===== src/rtl/data_ram_streamer.sv =====
// Avalon-MM read master streaming a contiguous block of data RAM words out as valid/ready.
// Optional build macro DATA_RAM_STREAMER_BYTESWAP_EN reverses the byte order of every streamed word.
module data_ram_streamer #(
    parameter int ADDR_W       = 10,
    parameter int DATA_W       = 32,
    parameter int READ_LATENCY = 1,
    parameter int FIFO_DEPTH   = 4
) (
    input  logic              clk,
    input  logic              reset_n,
    input  logic              start,
    input  logic [ADDR_W-1:0] base_addr,
    input  logic [ADDR_W:0]   length,
    output logic              busy,
    output logic              done,
    output logic [ADDR_W-1:0] avm_address,
    output logic              avm_chipselect,
    output logic [3:0]        avm_byteenable,
    input  logic [DATA_W-1:0] avm_readdata,
    output logic [DATA_W-1:0] st_data,
    output logic              st_valid,
    input  logic              st_ready,
    output logic              st_last
);

    localparam int PTR_W = $clog2(FIFO_DEPTH);
    localparam int CNT_W = PTR_W + 1;

    typedef enum logic [1:0] {IDLE, RUN, DRAIN, DONE} state_t;

    state_t              state, state_nxt;
    logic [ADDR_W:0]     reads_left, words_left;
    logic [ADDR_W-1:0]   addr_q;
    logic [READ_LATENCY-1:0] rd_pipe;
    logic [CNT_W-1:0]    inflight, fifo_count;
    logic [CNT_W:0]      credit_used;
    logic [PTR_W-1:0]    wr_ptr, rd_ptr;
    logic [DATA_W-1:0]   fifo_mem [FIFO_DEPTH];
    logic [DATA_W-1:0]   push_data;
    logic                accept, issue, push, pop, credit;

    // Stream handshake: a word moves when st_valid & st_ready; the head word and
    // st_last hold still while st_valid & ~st_ready.
    assign st_valid = (fifo_count != '0);
    assign pop      = st_valid && st_ready;
    assign st_data  = st_valid ? fifo_mem[rd_ptr] : '0;
    assign st_last  = st_valid && (words_left == (ADDR_W+1)'(1));

    // A read returns exactly READ_LATENCY cycles after issue; the pipe tracks when to push.
    assign push        = rd_pipe[READ_LATENCY-1];
    assign credit_used = {1'b0, inflight} + {1'b0, fifo_count};
    assign credit      = (credit_used < (CNT_W+1)'(FIFO_DEPTH));

    assign avm_address    = addr_q;
    assign avm_chipselect = issue;
    assign avm_byteenable = 4'hF;

`ifdef DATA_RAM_STREAMER_BYTESWAP_EN
    always_comb begin
        push_data = avm_readdata;
        for (int b = 0; b < DATA_W/8; b++) begin
            push_data[8*b +: 8] = avm_readdata[DATA_W-8-8*b +: 8];
        end
    end
`else
    assign push_data = avm_readdata;
`endif

    always_comb begin
        state_nxt = state;
        busy      = 1'b0;
        done      = 1'b0;
        issue     = 1'b0;
        accept    = 1'b0;
        case (state)
            IDLE: begin
                if (start) begin
                    accept    = 1'b1;
                    state_nxt = (length == '0) ? DONE : RUN;
                end
            end
            RUN: begin
                busy  = 1'b1;
                issue = (reads_left != '0) && credit;
                if (issue && (reads_left == (ADDR_W+1)'(1))) begin
                    state_nxt = DRAIN;
                end
            end
            DRAIN: begin
                busy = 1'b1;
                if (pop && (words_left == (ADDR_W+1)'(1))) begin
                    state_nxt = DONE;
                end
            end
            DONE: begin
                done      = 1'b1;
                state_nxt = IDLE;
            end
            default: state_nxt = IDLE;
        endcase
    end

    always_ff @(posedge clk) begin
        if (!reset_n) begin
            state      <= IDLE;
            reads_left <= '0;
            words_left <= '0;
            addr_q     <= '0;
            rd_pipe    <= '0;
            inflight   <= '0;
            fifo_count <= '0;
            wr_ptr     <= '0;
            rd_ptr     <= '0;
        end else begin
            state   <= state_nxt;
            rd_pipe <= (rd_pipe << 1) | READ_LATENCY'(issue);

            if (accept) begin
                reads_left <= length;
                words_left <= length;
                addr_q     <= base_addr;
            end else begin
                // Address wraps modulo 2^ADDR_W by natural overflow.
                if (issue) begin
                    reads_left <= reads_left - 1'b1;
                    addr_q     <= addr_q + 1'b1;
                end
                if (pop) begin
                    words_left <= words_left - 1'b1;
                end
            end

            case ({issue, push})
                2'b10:   inflight <= inflight + 1'b1;
                2'b01:   inflight <= inflight - 1'b1;
                default: ;
            endcase

            case ({push, pop})
                2'b10:   fifo_count <= fifo_count + 1'b1;
                2'b01:   fifo_count <= fifo_count - 1'b1;
                default: ;
            endcase

            if (push) begin
                wr_ptr <= wr_ptr + 1'b1;
            end
            if (pop) begin
                rd_ptr <= rd_ptr + 1'b1;
            end
        end
    end

    always_ff @(posedge clk) begin
        if (push) begin
            fifo_mem[wr_ptr] <= push_data;
        end
    end

    // The credit check guarantees room for every returning word.
    fifo_overflow: assert property (@(posedge clk) disable iff (!reset_n)
        !(push && !pop && (fifo_count == CNT_W'(FIFO_DEPTH))));

endmodule


===== config.mk =====
export PLATFORM = sky130hd
export DESIGN_NAME = data_ram_streamer
export DESIGN_NICKNAME = d
export VERILOG_FILES = /design/src/rtl/data_ram_streamer.sv
export SDC_FILE = /design/constraint.sdc
export NUM_CORES = 1
export LEC_CHECK = 0
export ABC_AREA = 1
export BUFFER_PORTS_ARGS = -buffer_cell sky130_fd_sc_hd__buf_2
export CAP_MARGIN = 25
export CORE_ASPECT_RATIO = 1.2
export CORE_UTILIZATION = 42
export DETAILED_ROUTE_END_ITERATION = 12
export PLACE_DENSITY = 0.7
export SLEW_MARGIN = 15
export SYNTH_ARGS = -nofsm -noshare
export SYNTH_HDL_FRONTEND = slang
export SYNTH_SLANG_ARGS = --single-unit

===== constraint.sdc =====
create_clock -name clk -period 2.3 [get_ports clk]
set_clock_uncertainty 0.15 [all_clocks]
set_input_delay 0.23 -clock clk [delete_from_list [all_inputs] [get_ports clk]]
set_output_delay 0.23 -clock clk [all_outputs]
set_load 0.02 [all_outputs]

==> impl_metrics.yaml, run 1 <==
synthesis:
  yosysWarnings: 0
  ys_ff_latch: 175
  muxShareOfSynthArea_pct: 0
  avgSynthCellArea_um2: 9.64
  synthCells: 825
  synth_cell_types: 39
  synth_compound_area_share_pct: 11.6
  synth-simple-area-share_pct: 18.3
  synth_top_family_by_area: "simple AND/OR/NAND/NOR gates"
  synthAdderAreaFrac_pct: 3.33
  synthesis.area_um2: 7950
  synth_xor_area_share_pct: 1.32
  ys_seq_area_share_pct: 60.2
clocking:
  clock-sinks: 175
  numCtsBuffers: 17
  cts_buffer_depth: 2
  htreeDepth: 4
  cts_root_buf: "clkbuf_16"
  clkTransAtPathRegs_ps: 70
  insertion_delay_ps: 420
  cts_tree: "yes"
critical_path:
  required_ps: 1920
  cp_max_fo: 6
  cp_common_cell: "buf_6"
  crit_type: "reg2out"
  worst_path_max_delay_cell: "dfxtp_1"
  arrival_ps: 1800
  crit_buf_inv: 3
  cp_slowest_stage_delay_ps: 320
  crit_family: "simple AND/OR/NAND/NOR gates"
  path_cells: "ha_1 > nor2_1 > nand2_1 > nor2_4 > nand3_4 > buf_6 > inv_2 > buf_6"
  cp-start-kind: "flip-flop"
  critPathCaptureType: "primary output"
grt:
  grt_use_total_pct: 18.5
  grt_pass1_vias: 5704
  grt_pass1_wl_um: 27800
  grt_max_degree: 55
  grt_antenna_before_repair: 0
  grt_overflow: 0
floorplan:
  die_h_um: 153
  ios: 108
  fp.dieW_um: 128
  rows: 54
  core_region_area_um2: 18400
  initial_core_util_pct: 43.3
  die_area_um2: 19500
sta:
  period_share_pct: 94.7
  setup_viol: 0
  setup-tns-final_ps: 0
  relSlewSlack_pct: 51.7
  slew_viol_final: 0
  period_needed_ps: 2180
  worstMarginPinSlew_ps: 724
  finalHoldViolations: 0
  fmax_mhz: 459
detailed_routing:
  routedWlPerCell_um: 14.3
  via_count: 6043
  first_pass_iters: 5
  drc: 0
  drt_first_iter_violations: 316
  ant_nets: 0
  drt-met1-wl_um: 7500
  vias_per_cell: 4.88
  dr_wl_met2_um: 9180
  wl_met3_um: 851
  topRoutingLayerUsed: "met4"
  routed_wl_um: 17700
placement:
  io_buffer_count: 103
  gp_congestion: 0.851
  place_hpwl_um: 10900
run_status:
  status: "complete, no violations"
final_layout:
  fin_nets: 1052
  antenna_cells: 0
  drive_above_1_share_pct: 21.9
  area_growth_pct: 24.5
pwr:
  leakagePower_nw: 3.95
  pwr_density_cell_nw_per_um2: 1240
  power_w: 0.0123
  worst_ir_drop_vdd_uv: 744
worst_hold_path:
  min_path_type: "in2reg"
job:
  maxCapViolations: 0
[layout make-up]
type,instances,area [um^2]
Clock inverter,14,148
Multi-Input combinational cell,555,2820
Sequential cell,175,4790
Tap cell,252,315
Inverter,60,229
Timing Repair Buffer,166,1170
Fill cell,1647,8470
Clock buffer,17,425
[through the flow]
step           hold WS [ps]  cells  utilization [%]  setup WS (ps)  instance area, um^2
2_1_floorplan           179    828                -           32.0                 7970
3_3_place_gp            294   1168             48.2           99.4                 8850
3_5_place_dp            300   1168             48.2           26.9                 8850
4_1_cts                11.0   1238             53.4           22.9                 9820
5_1_grt                29.0   1239             53.9          -30.2                 9910
6_report               28.7   1239             53.9            123                 9910
[power breakdown]
group | total (W) | leakage, nW | switching (W) | internal, W
registers | 0.00427 | 1.54 | 0.000382 | 0.00389
logic | 0.00530 | 2.13 | 0.00340 | 0.00190
clock network | 0.00274 | 0.276 | 0.00130 | 0.00144
total | 0.0123 | 3.95 | 0.00509 | 0.00723
[cell usage after synthesis, drive strengths merged]
master	number	area, um^2
a21oi	65	344
xnor2	3	26.3
nand3	29	170
or2	3	18.8
xor2	9	78.8
nand2	104	423
nor3b	1	7.51
edfxtp	128	3840
nand4	3	18.8
nand3b	1	7.51
a31oi	6	37.5
inv	59	224
and2	1	6.26
fa	2	40.0
a21boi	1	7.51
nor2	201	787
buf	20	124
a211oi	1	7.51
conb	1	3.75
o21ai	99	518
nor3	3	15.0
o21bai	1	7.51
dfxtp	47	941
clkbuf	18	67.6
ha	18	225
clkinv	1	3.75
[sequential cells by signal, indices dropped and copies added, names as in the netlist, named ones only]
signal / flops
inflight: 3
reads_left: 11
wr_ptr: 2
fifo_mem: 128
fifo_count: 3
rd_ptr: 2
words_left: 11
push: 1
avm_address: 10
state: 2
[final timing paths]
kind / from / endpoint / slack, ps / cells past startpoint
setup / recovery: inflight[2] / avm_chipselect / 120 / 8
hold / removal: base_addr[3] / avm_address[3] / 30 / 5
setup reg to reg: reads_left[1] / inflight[2] / 140 / 13
hold reg to reg: rd_ptr[1] / flip-flop / 320 / 2
[worst register-to-register path, stage by stage, from the launching register on]
cell	delay, ps
dfxtp_2	340
inv_2	80
ha_4	150
nand2_4	70
nor2_4	110
nand3_4	90
nand3_4	110
ha_4	130
inv_2	50
fa_2	370
a21oi_2	140
o21ai_2	70
o21ai_1	140
a21oi_1	50
[cell usage in the layout, fill, tap and decap left out, types with 6 or more instances in the layout]
cell / count
clkbuf_16: 17
a21oi_2: 6
xor2_1: 9
ha_1: 15
buf_4: 16
a31oi_1: 6
dfxtp_1: 43
nand3_1: 26
inv_2: 11
nand2_2: 7
o21ai_2: 7
buf_2: 102
o21ai_0: 90
edfxtp_1: 128
dlygate4sd3_1: 39
inv_1: 47
nor2_1: 192
a21oi_1: 59
buf_12: 6
nand2_1: 95
[what timing repair did]
| item | in CTS | in global routing |
|---|---|---|
| setup endpoints to repair | 16 | 4 |
| pin swaps | 0 | 7 |
| setup buffers | 0 | 1 |
| resized for setup | 2 | 25 |
| hold buffers | 39 | 0 |
| hold endpoints to repair | 135 | 0 |
[logic make-up after synthesis]
kind of cell / count (synthesis)
simple gates: 346
flops: 175
compound gates: 173
buf+inv: 98
fa+ha+maj: 20
xor+xnor: 12
other cells: 1
[layer usage]
metal / global-route usage (%) / vias up
met5: 0 / -
li1: - / 3067
met1: 21.7 / 2807
met2: 33.4 / 159
met3: 4.28 / 10
met4: 5.21 / 0
Power figures use the tool's default switching activity.
==> run 2, diff against run 1 <==
- CORE_UTILIZATION: 42 -> 35
- PLACE_DENSITY: 0.7 -> 0.61
==> run 2 against run 1 <==
Compared with the run above: critical path depth is 2 lower; final area up 1.6%; core utilization down 8.9 points; critical path type unchanged; largest cell class unchanged; highest routed layer unchanged.
==> impl_metrics.yaml, run 2 (synthesized netlist as in run 1, its figures left out) <==
pwr:
  worst_ir_drop_vdd_uv: 739
  power_w: 0.0127
  pwr_density_cell_nw_per_um2: 1260
  leakagePower_nw: 4.05
detailed_routing:
  via_count: 6159
  ant_nets: 0
  drc: 0
  drt_first_iter_violations: 255
  vias_per_cell: 4.82
  routed_wl_um: 19000
  routedWlPerCell_um: 14.9
  first_pass_iters: 5
critical_path:
  reg2reg_slack_ps: 120
  arrival_ps: 1870
  r2r_start: "fifo_count[1]"
  required_ps: 1920
  worstReg2RegEnd: "inflight[2]"
  cp-start-kind: "flip-flop"
  crit_type: "reg2out"
  reg2reg_depth: 12
  critPathCapture: "st_data[13]"
  cp_max_fo: 32
  critPathCaptureType: "primary output"
sta:
  rsz0062_at_grt: "true"
  finalHoldViolations: 0
  worstMarginPinSlew_ps: 609
  fmax_mhz: 444
  relSlewSlack_pct: 59.3
  period_share_pct: 97.9
  setup_viol: 0
  slew_viol_final: 0
  setup_slack_ps: 47.6
  period_needed_ps: 2250
clocking:
  htreeDepth: 4
  insertion_delay_ps: 440
  cts_buffer_depth: 2
  cts_root_buf: "clkbuf_16"
  clock-sinks: 175
  clkTransAtPathRegs_ps: 80
  numCtsBuffers: 17
  cts_tree: "yes"
final_layout:
  fillers: 2152
  final_area_um2: 10100
  fin_nets: 1064
  area_growth_pct: 26.6
  final_common_cell: "nor2_1"
  reg_top3: "fifo_mem x128, reads_left x11, words_left x11"
  layout_common_cells: "nor2_1 (193), edfxtp_1 (128), buf_2 (102)"
  largest_register_ffs: 128
  seq_area_um2: 4790
  multi_input_area_um2: 2780
  finalNonFillerCells: 1279
  drive_above_1_share_pct: 21.6
  top_register: "fifo_mem"
  antenna_cells: 0
placement:
  place_hpwl_um: 11400
  dpl_cell_area_um2: 8880
  io_buffer_count: 103
  gp_congestion: 0.835
  dp.cells: 1199
  pre_cts_slack_ps: 27.6
floorplan:
  die_h_um: 167
  core_region_area_um2: 22400
  die_area_um2: 23300
  ios: 108
  fp.dieW_um: 140
  rows: 60
  initial_core_util_pct: 35.6
grt:
  grt_pass1_wl_um: 28700
  grt_pass1_vias: 5798
  grt_max_degree: 65
  grt_antenna_before_repair: 0
  grt_overflow: 0
  grt_use_total_pct: 15.8
run_status:
  status: "complete, no violations"
worst_hold_path:
  min_path_type: "in2reg"
job:
  maxCapViolations: 0
run 2: area by class of cell:
class	instances	share of cell area [%]
tap	279	3.47
multi-input combinational	555	27.6
clock buffer	17	4.23
sequential	175	47.6
timing repair buffer	178	13.0
inverter	60	2.32
clock inverter	15	1.83
run 2: repair_timing:
| item | 4_1_cts | 5_1_grt |
|---|---|---|
| endpoints found under the setup margin | 2 | 18 |
| gates cloned | 0 | 5 |
| buffers inserted | 0 | 1 |
| hold buffers | 42 | 0 |
| hold endpoints to repair | 138 | 0 |
| gates resized for setup | 2 | 22 |
| pin swaps | 0 | 0 |
run 2: worst min-delay path by stage:
stage                startpoint  cells after the start  slack (ps)               to
4_1_cts            base_addr[9]                      5           2   avm_address[9]
3_5_place_dp    avm_readdata[2]                      1         300   fifo_mem[3][2]
6_report           base_addr[5]                      5          10   avm_address[5]
2_1_floorplan   avm_readdata[0]                      0         180   fifo_mem[0][0]
5_1_grt               length[2]                      5          50    words_left[2]
3_3_place_gp   avm_readdata[11]                      1         290  fifo_mem[3][11]
run 2: worst max-delay path, stage by stage (launching register included):
cell        delay [ps]
dfxtp_4            400
buf_12             110
clkinvlp_4         200
clkbuf_16          280
o21ai_0            190
a21oi_1             90
buf_2              170
run 2: stage by stage:
stage | setup TNS, ps | util, % | hold slack, ps
6_report | 0 | 45.0 | 10.9
2_1_floorplan | 0 | - | 179
5_1_grt | -278 | 45.0 | 48.3
3_3_place_gp | 0 | 39.7 | 294
3_5_place_dp | 0 | 39.7 | 297
4_1_cts | 0 | 44.3 | 2.20
run 2: routing by layer:
metal | global-route usage [%] | up-vias | share of wire, %
met5 | 0 | - | 0
met4 | 5.69 | 0 | 1.4
met3 | 3.20 | 22 | 3.6
met2 | 28.6 | 115 | 51
met1 | 18.6 | 2937 | 44
li1 | - | 3085 | -
run 2: power breakdown:
group          switching (W)  internal (W)  leakage, nW
sequential          0.000380       0.00389         1.54
combinational        0.00346       0.00195         2.21
clock                0.00134       0.00166        0.300
total                0.00517       0.00750         4.05
